## src/rtl/ines_pkg.sv

```systemverilog
// ines_pkg: shared types and constants for the iNES / NES 2.0 loader.
//   - ines_state_e : loader FSM states
//   - INES_MAGIC   : "NES\x1A", byte 0 in the low byte
//   - bank sizes and trainer length in bytes
//   - MF_*         : bit positions inside mapper_flags
//   - ines_magic_byte() : magic byte for header index 0..3
package ines_pkg;

  typedef enum logic [2:0] {
    ST_HDR,
    ST_TRAINER,
    ST_PRG,
    ST_CHR,
    ST_DONE,
    ST_ERR
  } ines_state_e;

  localparam logic [31:0] INES_MAGIC = 32'h1A53454E;

  localparam int PRG_BANK_BYTES = 16384;
  localparam int CHR_BANK_BYTES = 8192;
  localparam int TRAINER_BYTES  = 512;

  localparam int MF_MAPPER_LSB    = 0;   // [11:0]
  localparam int MF_SUBMAPPER_LSB = 12;  // [15:12]
  localparam int MF_VERT          = 16;
  localparam int MF_FOUR          = 17;
  localparam int MF_BATT          = 18;
  localparam int MF_CHR_RAM       = 19;
  localparam int MF_NES2          = 20;

  // 16 header bytes, hdr[i] is header byte i
  typedef logic [15:0][7:0] ines_hdr_t;

  function automatic logic [7:0] ines_magic_byte(input logic [1:0] idx);
    return 8'(INES_MAGIC >> {idx, 3'b000});
  endfunction

endpackage

```

## src/rtl/ines_header_decode.sv

```systemverilog
// ines_header_decode: combinational decode of a 16-byte iNES header.
// Ports:
//   hdr          in  16x8  header bytes 0..15
//   mapper_flags out 32    mapper/submapper/mirroring/battery/CHR-RAM/NES2
//   prg_banks    out 12    16 KiB PRG bank count
//   chr_banks    out 12    8 KiB CHR bank count (0 = CHR-RAM)
//   trainer      out 1     512-byte trainer present
//   header_error out 1     no PRG, or unsupported NES 2.0 size form
// Build option: INES_NES2_EN enables NES 2.0 extended fields; otherwise
// every header is treated as iNES 1.0.
module ines_header_decode
  import ines_pkg::*;
(
  input  ines_hdr_t   hdr,
  output logic [31:0] mapper_flags,
  output logic [11:0] prg_banks,
  output logic [11:0] chr_banks,
  output logic        trainer,
  output logic        header_error
);

  logic       nes2;
  logic [3:0] mapper_hi, submapper, prg_hi, chr_hi;
  logic       size_form_err;

`ifdef INES_NES2_EN
  assign nes2          = (hdr[7][3:2] == 2'b10);
  assign mapper_hi     = nes2 ? hdr[8][3:0] : 4'h0;
  assign submapper     = nes2 ? hdr[8][7:4] : 4'h0;
  assign prg_hi        = nes2 ? hdr[9][3:0] : 4'h0;
  assign chr_hi        = nes2 ? hdr[9][7:4] : 4'h0;
  // MSB nibble 0xF selects the exponent-multiplier size form: not supported
  assign size_form_err = nes2 && (hdr[9][3:0] == 4'hF || hdr[9][7:4] == 4'hF);
`else
  assign nes2          = 1'b0;
  assign mapper_hi     = 4'h0;
  assign submapper     = 4'h0;
  assign prg_hi        = 4'h0;
  assign chr_hi        = 4'h0;
  assign size_form_err = 1'b0;
`endif

  assign prg_banks    = {prg_hi, hdr[4]};
  assign chr_banks    = {chr_hi, hdr[5]};
  assign trainer      = hdr[6][2];
  assign header_error = (prg_banks == 12'd0) || size_form_err;

  always_comb begin
    mapper_flags = '0;
    mapper_flags[MF_MAPPER_LSB +: 12]   = {mapper_hi, hdr[7][7:4], hdr[6][7:4]};
    mapper_flags[MF_SUBMAPPER_LSB +: 4] = submapper;
    mapper_flags[MF_VERT]               = hdr[6][0];
    mapper_flags[MF_FOUR]               = hdr[6][3];
    mapper_flags[MF_BATT]               = hdr[6][1];
    mapper_flags[MF_CHR_RAM]            = (chr_banks == 12'd0);
    mapper_flags[MF_NES2]               = nes2;
  end

  // magic bytes are checked by the stream logic; padding bytes carry nothing
  logic unused_hdr;
  assign unused_hdr = ^{hdr[3:0], hdr[15:8], hdr[7][3:0]};

endmodule

```

## src/rtl/ines_loader.sv

```systemverilog
// ines_loader: streams an iNES 1.0 / NES 2.0 image into cartridge memory.
// Ports:
//   clk, reset          clock, synchronous active-high reset
//   indata, indata_clk  input byte stream with one-cycle strobe
//   mem_addr/data/write write port, one cycle after the accepted byte
//   mapper_flags, prg_banks, chr_banks  decoded header, held after byte 15
//   done, error         sticky load status
// Build option: INES_NES2_EN (see ines_header_decode).
module ines_loader
  import ines_pkg::*;
#(
  parameter int                ADDR_W   = 22,
  parameter logic [ADDR_W-1:0] PRG_BASE = 'h000000,
  parameter logic [ADDR_W-1:0] CHR_BASE = 'h200000,
  parameter logic [ADDR_W-1:0] MAX_ADDR = '1
) (
  input  logic              clk,
  input  logic              reset,
  input  logic [7:0]        indata,
  input  logic              indata_clk,
  output logic [ADDR_W-1:0] mem_addr,
  output logic [7:0]        mem_data,
  output logic              mem_write,
  output logic [31:0]       mapper_flags,
  output logic [11:0]       prg_banks,
  output logic [11:0]       chr_banks,
  output logic              done,
  output logic              error
);

  // wide enough for base + 26-bit span without overflow
  localparam int CALC_W = ((ADDR_W > 26) ? ADDR_W : 26) + 2;

  ines_state_e state_q, state_d;
  logic [25:0] off_q;
  ines_hdr_t   hdr_q, hdr_cur;

  logic [31:0] dec_flags;
  logic [11:0] dec_prg, dec_chr;
  logic        dec_trainer, dec_err;
  logic        prg_ovr, chr_ovr;
  logic [25:0] prg_len, chr_len;
  logic        loading;

  // decode sees the byte being accepted, so byte 15 is checked on its strobe
  always_comb begin
    hdr_cur = hdr_q;
    hdr_cur[off_q[3:0]] = indata;
  end

  ines_header_decode u_dec (
    .hdr          (hdr_cur),
    .mapper_flags (dec_flags),
    .prg_banks    (dec_prg),
    .chr_banks    (dec_chr),
    .trainer      (dec_trainer),
    .header_error (dec_err)
  );

  // PRG must end at or before CHR_BASE; CHR must end at or before MAX_ADDR
  assign prg_ovr = (CALC_W'(PRG_BASE) + CALC_W'(dec_prg) * CALC_W'(PRG_BANK_BYTES))
                   > CALC_W'(CHR_BASE);
  assign chr_ovr = (CALC_W'(CHR_BASE) + CALC_W'(dec_chr) * CALC_W'(CHR_BANK_BYTES))
                   > (CALC_W'(MAX_ADDR) + CALC_W'(1));

  assign prg_len = 26'(prg_banks) * 26'(PRG_BANK_BYTES);
  assign chr_len = 26'(chr_banks) * 26'(CHR_BANK_BYTES);
  assign loading = (state_q != ST_DONE) && (state_q != ST_ERR);

  always_ff @(posedge clk) begin
    if (reset) state_q <= ST_HDR;
    else       state_q <= state_d;
  end

  always_comb begin
    state_d = state_q;
    if (indata_clk) begin
      case (state_q)
        ST_HDR: begin
          if (off_q[3:0] < 4'd4 && indata != ines_magic_byte(off_q[1:0]))
            state_d = ST_ERR;
          else if (off_q[3:0] == 4'd15) begin
            if (dec_err || prg_ovr || chr_ovr) state_d = ST_ERR;
            else if (dec_trainer)              state_d = ST_TRAINER;
            else                               state_d = ST_PRG;
          end
        end
        ST_TRAINER: if (off_q == 26'(TRAINER_BYTES - 1)) state_d = ST_PRG;
        ST_PRG:     if (off_q + 26'd1 == prg_len)
                      state_d = (chr_banks == 12'd0) ? ST_DONE : ST_CHR;
        ST_CHR:     if (off_q + 26'd1 == chr_len) state_d = ST_DONE;
        default: ;
      endcase
    end
  end

  always_ff @(posedge clk) begin
    if (reset) begin
      off_q        <= '0;
      hdr_q        <= '0;
      mem_addr     <= '0;
      mem_data     <= '0;
      mem_write    <= 1'b0;
      mapper_flags <= '0;
      prg_banks    <= '0;
      chr_banks    <= '0;
    end else begin
      mem_write <= 1'b0;
      if (indata_clk && loading) begin
        // offset restarts at every region boundary
        off_q <= (state_d != state_q) ? '0 : off_q + 26'd1;
        if (state_q == ST_HDR) begin
          hdr_q[off_q[3:0]] <= indata;
          if (off_q[3:0] == 4'd15) begin
            mapper_flags <= dec_flags;
            prg_banks    <= dec_prg;
            chr_banks    <= dec_chr;
          end
        end
        if (state_q == ST_PRG || state_q == ST_CHR) begin
          mem_write <= 1'b1;
          mem_data  <= indata;
          mem_addr  <= ((state_q == ST_PRG) ? PRG_BASE : CHR_BASE) + ADDR_W'(off_q);
        end
      end
    end
  end

  assign done  = (state_q == ST_DONE);
  assign error = (state_q == ST_ERR);

endmodule

```

## config.mk

```make
export PLATFORM = sky130hd
export DESIGN_NAME = ines_loader
export DESIGN_NICKNAME = d
export VERILOG_FILES = /design/src/rtl/ines_pkg.sv /design/src/rtl/ines_header_decode.sv /design/src/rtl/ines_loader.sv
export SDC_FILE = /design/constraint.sdc
export NUM_CORES = 1
export LEC_CHECK = 0
export CORE_ASPECT_RATIO = 0.8
export CORE_MARGIN = 2
export CORE_UTILIZATION = 45
export DETAILED_ROUTE_END_ITERATION = 8
export GPL_ROUTABILITY_DRIVEN = 1
export PLACE_DENSITY = 0.75
export RECOVER_POWER = 50
export SYNTH_ARGS = -nofsm -noshare
export SYNTH_HDL_FRONTEND = slang
export SYNTH_HIERARCHICAL = 1
export SYNTH_SLANG_ARGS = --single-unit
```

## constraint.sdc

```tcl
create_clock -name clk -period 4.6 [get_ports clk]
set_input_delay 0.46 -clock clk [delete_from_list [all_inputs] [get_ports clk]]
set_output_delay 0.46 -clock clk [all_outputs]
set_load 0.01 [all_outputs]
```

==> impl_metrics.toml, run 1 <==
[status]
status = "complete, no violations"

[detailed_routing]
route.met3.wl_um = 2005
vias = 7415
wl_met1_um = 11360
routed.top_layer = "met4"
vias_per_cell = 5.571
first_pass_iters = 5
wl_um = 22970
antenna_left = 0
wl_met2_um = 9287
drt_iter0_drc = 679
drc = 0
avgRoutedWirePerCell_um = 17.26

[clock_tree]
clock-sinks = 144
cts-root-buf = "clkbuf_16"
cts_tree = "yes"
hold_buffers = 0
numCtsBuffers = 17
cts_resized = 0
clock_latency_ns = 0.43
clk_pin_slew_ns = 0.06
cts_buffer_depth = 2
htreeDepth = 4
postCtsSetupBuffers = 0

[worst_setup_path]
crit_buf_inv = 1
critical_path_class = "register to register"
arrival_ns = 4.66
worstSetupEndpointType = "register"
cp_max_fo = 18
slowest_delay_ns = 0.71
path_cells = "and4_1, nand2_1, or4_1, xnor3_1, or4_1, nor4b_2, and3_1, a221o_4, buf_12, o21ai_0, a21o_1"
slowest_stage = "or4_1"
setup.worst_path.start_class = "register"
required_ns = 4.92
crit_family = "simple AND/OR/NAND/NOR gates"
cpMostUsedCell = "or4_1"

[die]
ios = 100
die-area_um2 = 19030
start_util_pct = 46.31
die_w_um = 153.7
fp-row-count = 43
die-height_um = 123.8
core_um2 = 17430

[yosys]
synth-warning-count = 6
netlist_area_um2 = 8073
synthCells = 1073
syn_avg_cell_area_um2 = 7.524

[power]
p_sw_mw = 0.6789
power_frac_seq_pct = 45.2
p_int_mw = 2.097
power.density_nw_per_um2 = 292.7
comb_power_share_pct = 3.8
leakage_nw = 3.717
ir_drop_mv = 0.2544
switching_share_pct = 24.46
p_clk_share_pct = 51.0

[finish]
final_core_util_pct = 54.40
n_fill_cell = 1656
area_delta_synth_final_pct = 17.47
layout_common_cells = "nand2_1, dfxtp_1, a21oi_1, dlygate4sd3_1, buf_4"
layoutNonFillerInstCount = 1331
final_common_cell = "nand2_1"
layout-drive-gt1-share_pct = 8.861
n_antenna_cell = 0
nets = 1112

[timing]
hold_viol = 0
fin_ws_ns = 0.2542
timing.final.crit_share_pct = 94.47
rsz0062_at_grt = "false"
setup_tns_ns = 0
clock_skew_ns = 0.02021
setup_violations = 0
worstMarginPinSlew_ns = 1.451
finalMaxSlewViolations = 0
fin_crit_ns = 4.346
slew_headroom_pct = 3.286
fmax_mhz = 230.1
holdWs_ns = 0.4427

[global_route]
grtUsageTotal_pct = 24.04
first_global_vias = 6541
antenna_found_initial = 0
grt_overflow_total = 0
grt_max_degree = 92
grt_pass1_wl_um = 36110

[place]
place_congestion = 0.9872
dp_hpwl_um = 16700
dp_worst_setup_slack_ns = 0.3420
dp_cells = 1299
port_buffers = 99

[flow_run]
maxCapViolations = 0

[hold_path]
min_path_type = "input port to register"
cell type report:
| cell class | count | area [µm²] | share of cell area, % |
|---|---|---|---|
| Timing Repair Buffer | 141 | 1318 | 13.89 |
| Inverter | 10 | 37.54 | 0.3958 |
| Tap cell | 225 | 281.5 | 2.969 |
| Clock inverter | 15 | 173.9 | 1.834 |
| Sequential cell | 144 | 2883 | 30.40 |
| Clock buffer | 17 | 425.4 | 4.486 |
| Multi-Input combinational cell | 779 | 4364 | 46.02 |
sequential cells by signal, summed over array words and instances (netlist names):
register,cells
mapper_flags,32
hdr_q,28
off_q,26
mem_addr,22
chr_banks,12
prg_banks,12
mem_data,8
state_q,3
mem_write,1
path summary, 6_finish.rpt:
kind                         endpoint  cells past startpoint  slack (ns)                startpoint
min reg2reg  mem_addr[5]$_SDFFE_PP0P_                      2        0.45  mem_addr[5]$_SDFFE_PP0P_
max reg2reg     off_q[7]$_SDFFE_PP0P_                     11        0.25     off_q[1]$_SDFFE_PP0P_
max             off_q[7]$_SDFFE_PP0P_                     11        0.25     off_q[1]$_SDFFE_PP0P_
min             off_q[0]$_SDFFE_PP0P_                      2        0.44                     reset
power by group through the flow:
stage	sequential, mW	combinational [mW]	clock, mW
2_1_floorplan	1.28	0.0918	0
3_3_place_gp	1.28	0.104	0
3_5_place_dp	1.28	0.104	0
4_1_cts	1.25	0.104	1.43
5_1_grt	1.26	0.116	1.49
6_report	1.26	0.106	1.41
layer usage:
metal | track usage (%) | vias to the layer above
li1 | - | 3624
met1 | 36.80 | 3478
met2 | 32.94 | 290
met3 | 6.402 | 23
met4 | 6.135 | 0
met5 | 0 | -
metrics by stage:
| step | power [mW] | instance area [µm²] |
|---|---|---|
| floorplan | 1.371 | 8174 |
| global placement | 1.387 | 8895 |
| detailed placement | 1.387 | 8895 |
| global route | 2.857 | 9483 |
| finish | 2.776 | 9483 |
| CTS | 2.791 | 9494 |
(Power assumes the default switching activity.)
==> inputs of run 2 (changes only) <==
- SETUP_SLACK_MARGIN: unset -> 0.5
==> impl_metrics.toml, run 2 (same netlist as run 1, synthesis figures left out) <==
[status]
status = "complete, no violations"

[timing]
slew_headroom_pct = 4.150
fmax_mhz = 257.2
setup_tns_ns = 0
holdWs_ns = 0.4453
timing.final.crit_share_pct = 84.51
finalMaxSlewViolations = 0
hold_viol = 0
worstMarginPinSlew_ns = 1.438
rsz0062_at_grt = "false"
clock_skew_ns = 0.02138
fin_crit_ns = 3.888
setup_violations = 0
fin_ws_ns = 0.7125

[power]
leakage_nw = 3.712
ir_drop_mv = 0.2543
power_mw = 2.775
power.density_nw_per_um2 = 291.2

[die]
start_util_pct = 46.31
die-area_um2 = 19030
die-height_um = 123.8
fp-row-count = 43
core_um2 = 17430
die_w_um = 153.7
ios = 100

[finish]
final_common_cell = "nand2_1"
layout_common_cells = "nand2_1, dfxtp_1, a21oi_1, dlygate4sd3_1, buf_4"
nets = 1112
regArea_um2 = 2892
final_core_util_pct = 54.67
largest_register = "mapper_flags"
layoutNonFillerInstCount = 1331
area_delta_synth_final_pct = 18.06
fin_area_um2 = 9530
top_regs = "mapper_flags: 32 flops, hdr_q: 28 flops, off_q: 26 flops"
layout-drive-gt1-share_pct = 11.93
multiInputGateArea_um2 = 4399
largest_register_ff_count = 32
n_antenna_cell = 0
n_fill_cell = 1655

[place]
dp_worst_setup_slack_ns = 0.3420
dp_cells = 1299
port_buffers = 99
placed_area_um2 = 8895
dp_hpwl_um = 16700
place_congestion = 0.9872

[worst_setup_path]
critical_path_class = "register to register"
arrival_ns = 4.20
slowest_delay_ns = 0.59
setup.worst_path.start_class = "register"
cp-startpoint = "off_q[8]$_SDFFE_PP0P_"
slowest_stage = "or4_1"
cp_max_fo = 18
path_cells = "nand2_2, buf_4, or3_1, nor4_2, o221ai_1, or4_1, nor4b_4, and3_1, a221o_4, buf_12, o21ai_0, a21o_1"
worstSetupEndpointType = "register"
required_ns = 4.92
r2r_start = "off_q[8]$_SDFFE_PP0P_"

[detailed_routing]
vias_per_cell = 5.626
drc = 0
wl_um = 23080
vias = 7488
drt_iter0_drc = 668
avgRoutedWirePerCell_um = 17.34
antenna_left = 0
first_pass_iters = 5

[clock_tree]
cts-root-buf = "clkbuf_16"
hold_buffers = 0
cts_buffer_depth = 2
cts_tree = "yes"
numCtsBuffers = 17
clk_pin_slew_ns = 0.06
clock_latency_ns = 0.44
clock-sinks = 144
htreeDepth = 4
postCtsSetupBuffers = 0

[global_route]
grt_overflow_total = 0
grt_pass1_wl_um = 36110
grtUsageTotal_pct = 24.04
antenna_found_initial = 0
grt_max_degree = 92
first_global_vias = 6541

[hold_path]
hp-start = "reset"
min_path_type = "input port to register"

[flow_run]
maxCapViolations = 0
==> run 2: changes by cell type in the layout (fill, tap and decap cells not counted), sizes merged <==
cell    previous run  this run
clkbuf            20        19
buf               40        41
==> run 2: worst max-delay path, delay by kind of cell (launching register included) <==
kind	cells	cell delay, ns
buf+inv	2	0.34
flops	1	0.56
compound gates	4	0.75
simple gates	6	2.12
==> run 2: what timing repair did <==
item	4_1_cts	5_1_grt
gates resized for setup	3	12
endpoints found under the setup margin	15	23
cloned	0	0
==> run 2: routing by layer <==
layer | share of wire [%] | global-route usage, %
met1 | 49 | 36.80
met2 | 41 | 32.94
met3 | 8.6 | 6.402
met4 | 1.7 | 6.135
met5 | 0 | 0
==> run 2: layout make-up <==
cell class              count  area share, %
clock inverters            15          1.825
inverters                  10         0.3939
flip-flops and latches    144          30.34
repair buffers            141          13.86
well taps                 225          2.954
clock buffers              17          4.464
multi-input cells         779          46.16
==> run 2: report_power, final <==
part,switching (mW),internal [mW]
Clock,0.596,0.818
Sequential,0.00680,1.25
Combinational,0.0762,0.0296
==> run 2: final timing paths <==
path                              endpoint  cells past startpoint  slack [ns]
setup reg to reg     off_q[7]$_SDFFE_PP0P_                     12        0.71
hold reg to reg   mem_addr[5]$_SDFFE_PP0P_                      2        0.45
hold / removal       off_q[0]$_SDFFE_PP0P_                      2        0.45
setup / recovery     off_q[7]$_SDFFE_PP0P_                     12        0.71
==> inputs of run 3 (changes only) <==
- clock period: 4.6 -> 3.71 ns (I/O delays scaled with it)
==> impl_metrics.toml, run 3 (same netlist as run 1, synthesis figures left out) <==
[die]
die-height_um = 123.8
fp-row-count = 43
ios = 100
die_w_um = 153.7
core_um2 = 17430
start_util_pct = 46.31
die-area_um2 = 19030

[detailed_routing]
wl_met2_um = 10830
drc = 0
vias = 7784
vias_per_cell = 5.628
route.met3.wl_um = 2124
wl_met1_um = 11450
first_pass_iters = 5
drt_iter0_drc = 665
routed.top_layer = "met4"
avgRoutedWirePerCell_um = 17.96
antenna_left = 0
wl_um = 24830

[power]
switching_share_pct = 25.42
p_clk_share_pct = 50.4
power_frac_seq_pct = 45.5
power_mw = 3.414
p_sw_mw = 0.8678
power.density_nw_per_um2 = 331.4
leakage_nw = 4.170
p_int_mw = 2.546
ir_drop_mv = 0.2720
comb_power_share_pct = 4.2

[worst_setup_path]
reg2reg_setup_slack_ns = 0.24
slowest_stage = "or4_4"
setup.worst_path.start_class = "register"
r2r_cells = 11
arrival_ns = 3.79
rr_endpoint = "off_q[16]$_SDFFE_PP0P_"
slowest_delay_ns = 0.55
r2r_start = "off_q[20]$_SDFFE_PP0P_"
worstSetupEndpointType = "register"
cp_max_fo = 7
required_ns = 4.03
critical_path_class = "register to register"
cpMostUsedCell = "or4_4"
path_cells = "and4_1, nand2_1, or4_4, xnor3_1, or4_4, nor4b_4, and3_4, a221o_4, buf_12, o21ai_0, a21o_1"

[clock_tree]
hold_buffers = 0
cts-root-buf = "clkbuf_16"
numCtsBuffers = 17
cts_buffer_depth = 2
clock-sinks = 144
cts_tree = "yes"
htreeDepth = 4
clock_latency_ns = 0.43
clk_pin_slew_ns = 0.07

[status]
status = "complete, no violations"

[finish]
top_regs = "mapper_flags: 32 flops, hdr_q: 28 flops, off_q: 26 flops"
largest_register_ff_count = 32
nets = 1164
final_common_cell = "nand2_1"
n_antenna_cell = 0
layout-drive-gt1-share_pct = 20.21
layout_common_cells = "nand2_1, a21oi_1, dfxtp_1, dlygate4sd3_1, buf_4"
area_delta_synth_final_pct = 27.60
largest_register = "mapper_flags"

[timing]
fin_crit_ns = 3.465
timing.final.crit_share_pct = 93.40
holdWs_ns = 0.3137
clock_skew_ns = 0.008763
slew_headroom_pct = 13.78
rsz0062_at_grt = "true"
hold_viol = 0
fmax_mhz = 288.6
setup_violations = 0
finalMaxSlewViolations = 0
worstMarginPinSlew_ns = 1.293

[global_route]
grt_max_degree = 98
grtUsageTotal_pct = 25.56
grt_pass1_wl_um = 38630
first_global_vias = 7127
antenna_found_initial = 0
grt_overflow_total = 0

[hold_path]
min_path_type = "input port to register"
hold_end = "mem_addr[15]$_SDFFE_PP0P_"
hp-start = "reset"
holdPathStages = 2

[flow_run]
maxCapViolations = 0

[place]
place_congestion = 1.036
port_buffers = 99
dp_hpwl_um = 17490
run 3: final cells by class:
cell class,instances,area (µm²)
Fill cell,1548,7131
Multi-Input combinational cell,779,4712
Sequential cell,144,2908
Timing Repair Buffer,193,1769
Clock buffer,17,425.4
Tap cell,225,281.5
Clock inverter,15,162.7
Inverter,10,42.54
run 3: power groups by stage:
stage	logic [mW]	registers [mW]	clock network (mW)
global placement	0.128	1.59	0
detailed placement	0.128	1.59	0
finish	0.142	1.55	1.72
global route	0.154	1.55	1.81
CTS	0.133	1.55	1.75
floorplan	0.116	1.59	0
run 3: worst max-delay path: cells and delay by family, from the launching register on:
kind,cells,cell delay [ns]
compound gates,3,0.58
xor+xnor,1,0.19
buf+inv,1,0.14
flops,1,0.34
simple gates,6,2.11
run 3: timing repair:
action	in CTS	in global routing
gates resized for setup	51	32
setup buffers	9	5
endpoints found under the setup margin	29	28
cloned	0	2
pin swaps	12	15
run 3: metrics by stage:
step	TNS (ns)	util, %	setup WS [ns]	std cells	area, µm²
3_3_place_gp	-0.01777	52.82	-0.01777	1335	9208
2_1_floorplan	0	-	0.2646	1100	8273
6_report	0	59.09	0.2449	1383	10300
3_5_place_dp	-0.07421	52.82	-0.04022	1335	9208
4_1_cts	0	57.87	0.3203	1376	10090
5_1_grt	0	59.09	0.2026	1383	10300
run 3: per-layer routing:
layer / vias to the layer above / track usage, %
met5: - / 0
met4: 0 / 6.365
met3: 35 / 6.611
met2: 337 / 37.97
met1: 3674 / 37.03
li1: 3738 / -
run 3: how the worst max path moves through the flow:
stage | from | end | cells after the start
2_1_floorplan | off_q[9]$_SDFFE_PP0P_ | off_q[23]$_SDFFE_PP0P_ | 14
3_3_place_gp | indata[6] | off_q[15]$_SDFFE_PP0P_ | 14
3_5_place_dp | indata[7] | off_q[15]$_SDFFE_PP0P_ | 14
4_1_cts | off_q[1]$_SDFFE_PP0P_ | off_q[15]$_SDFFE_PP0P_ | 14
5_1_grt | off_q[5]$_SDFFE_PP0P_ | off_q[16]$_SDFFE_PP0P_ | 11
6_report | off_q[20]$_SDFFE_PP0P_ | off_q[16]$_SDFFE_PP0P_ | 11
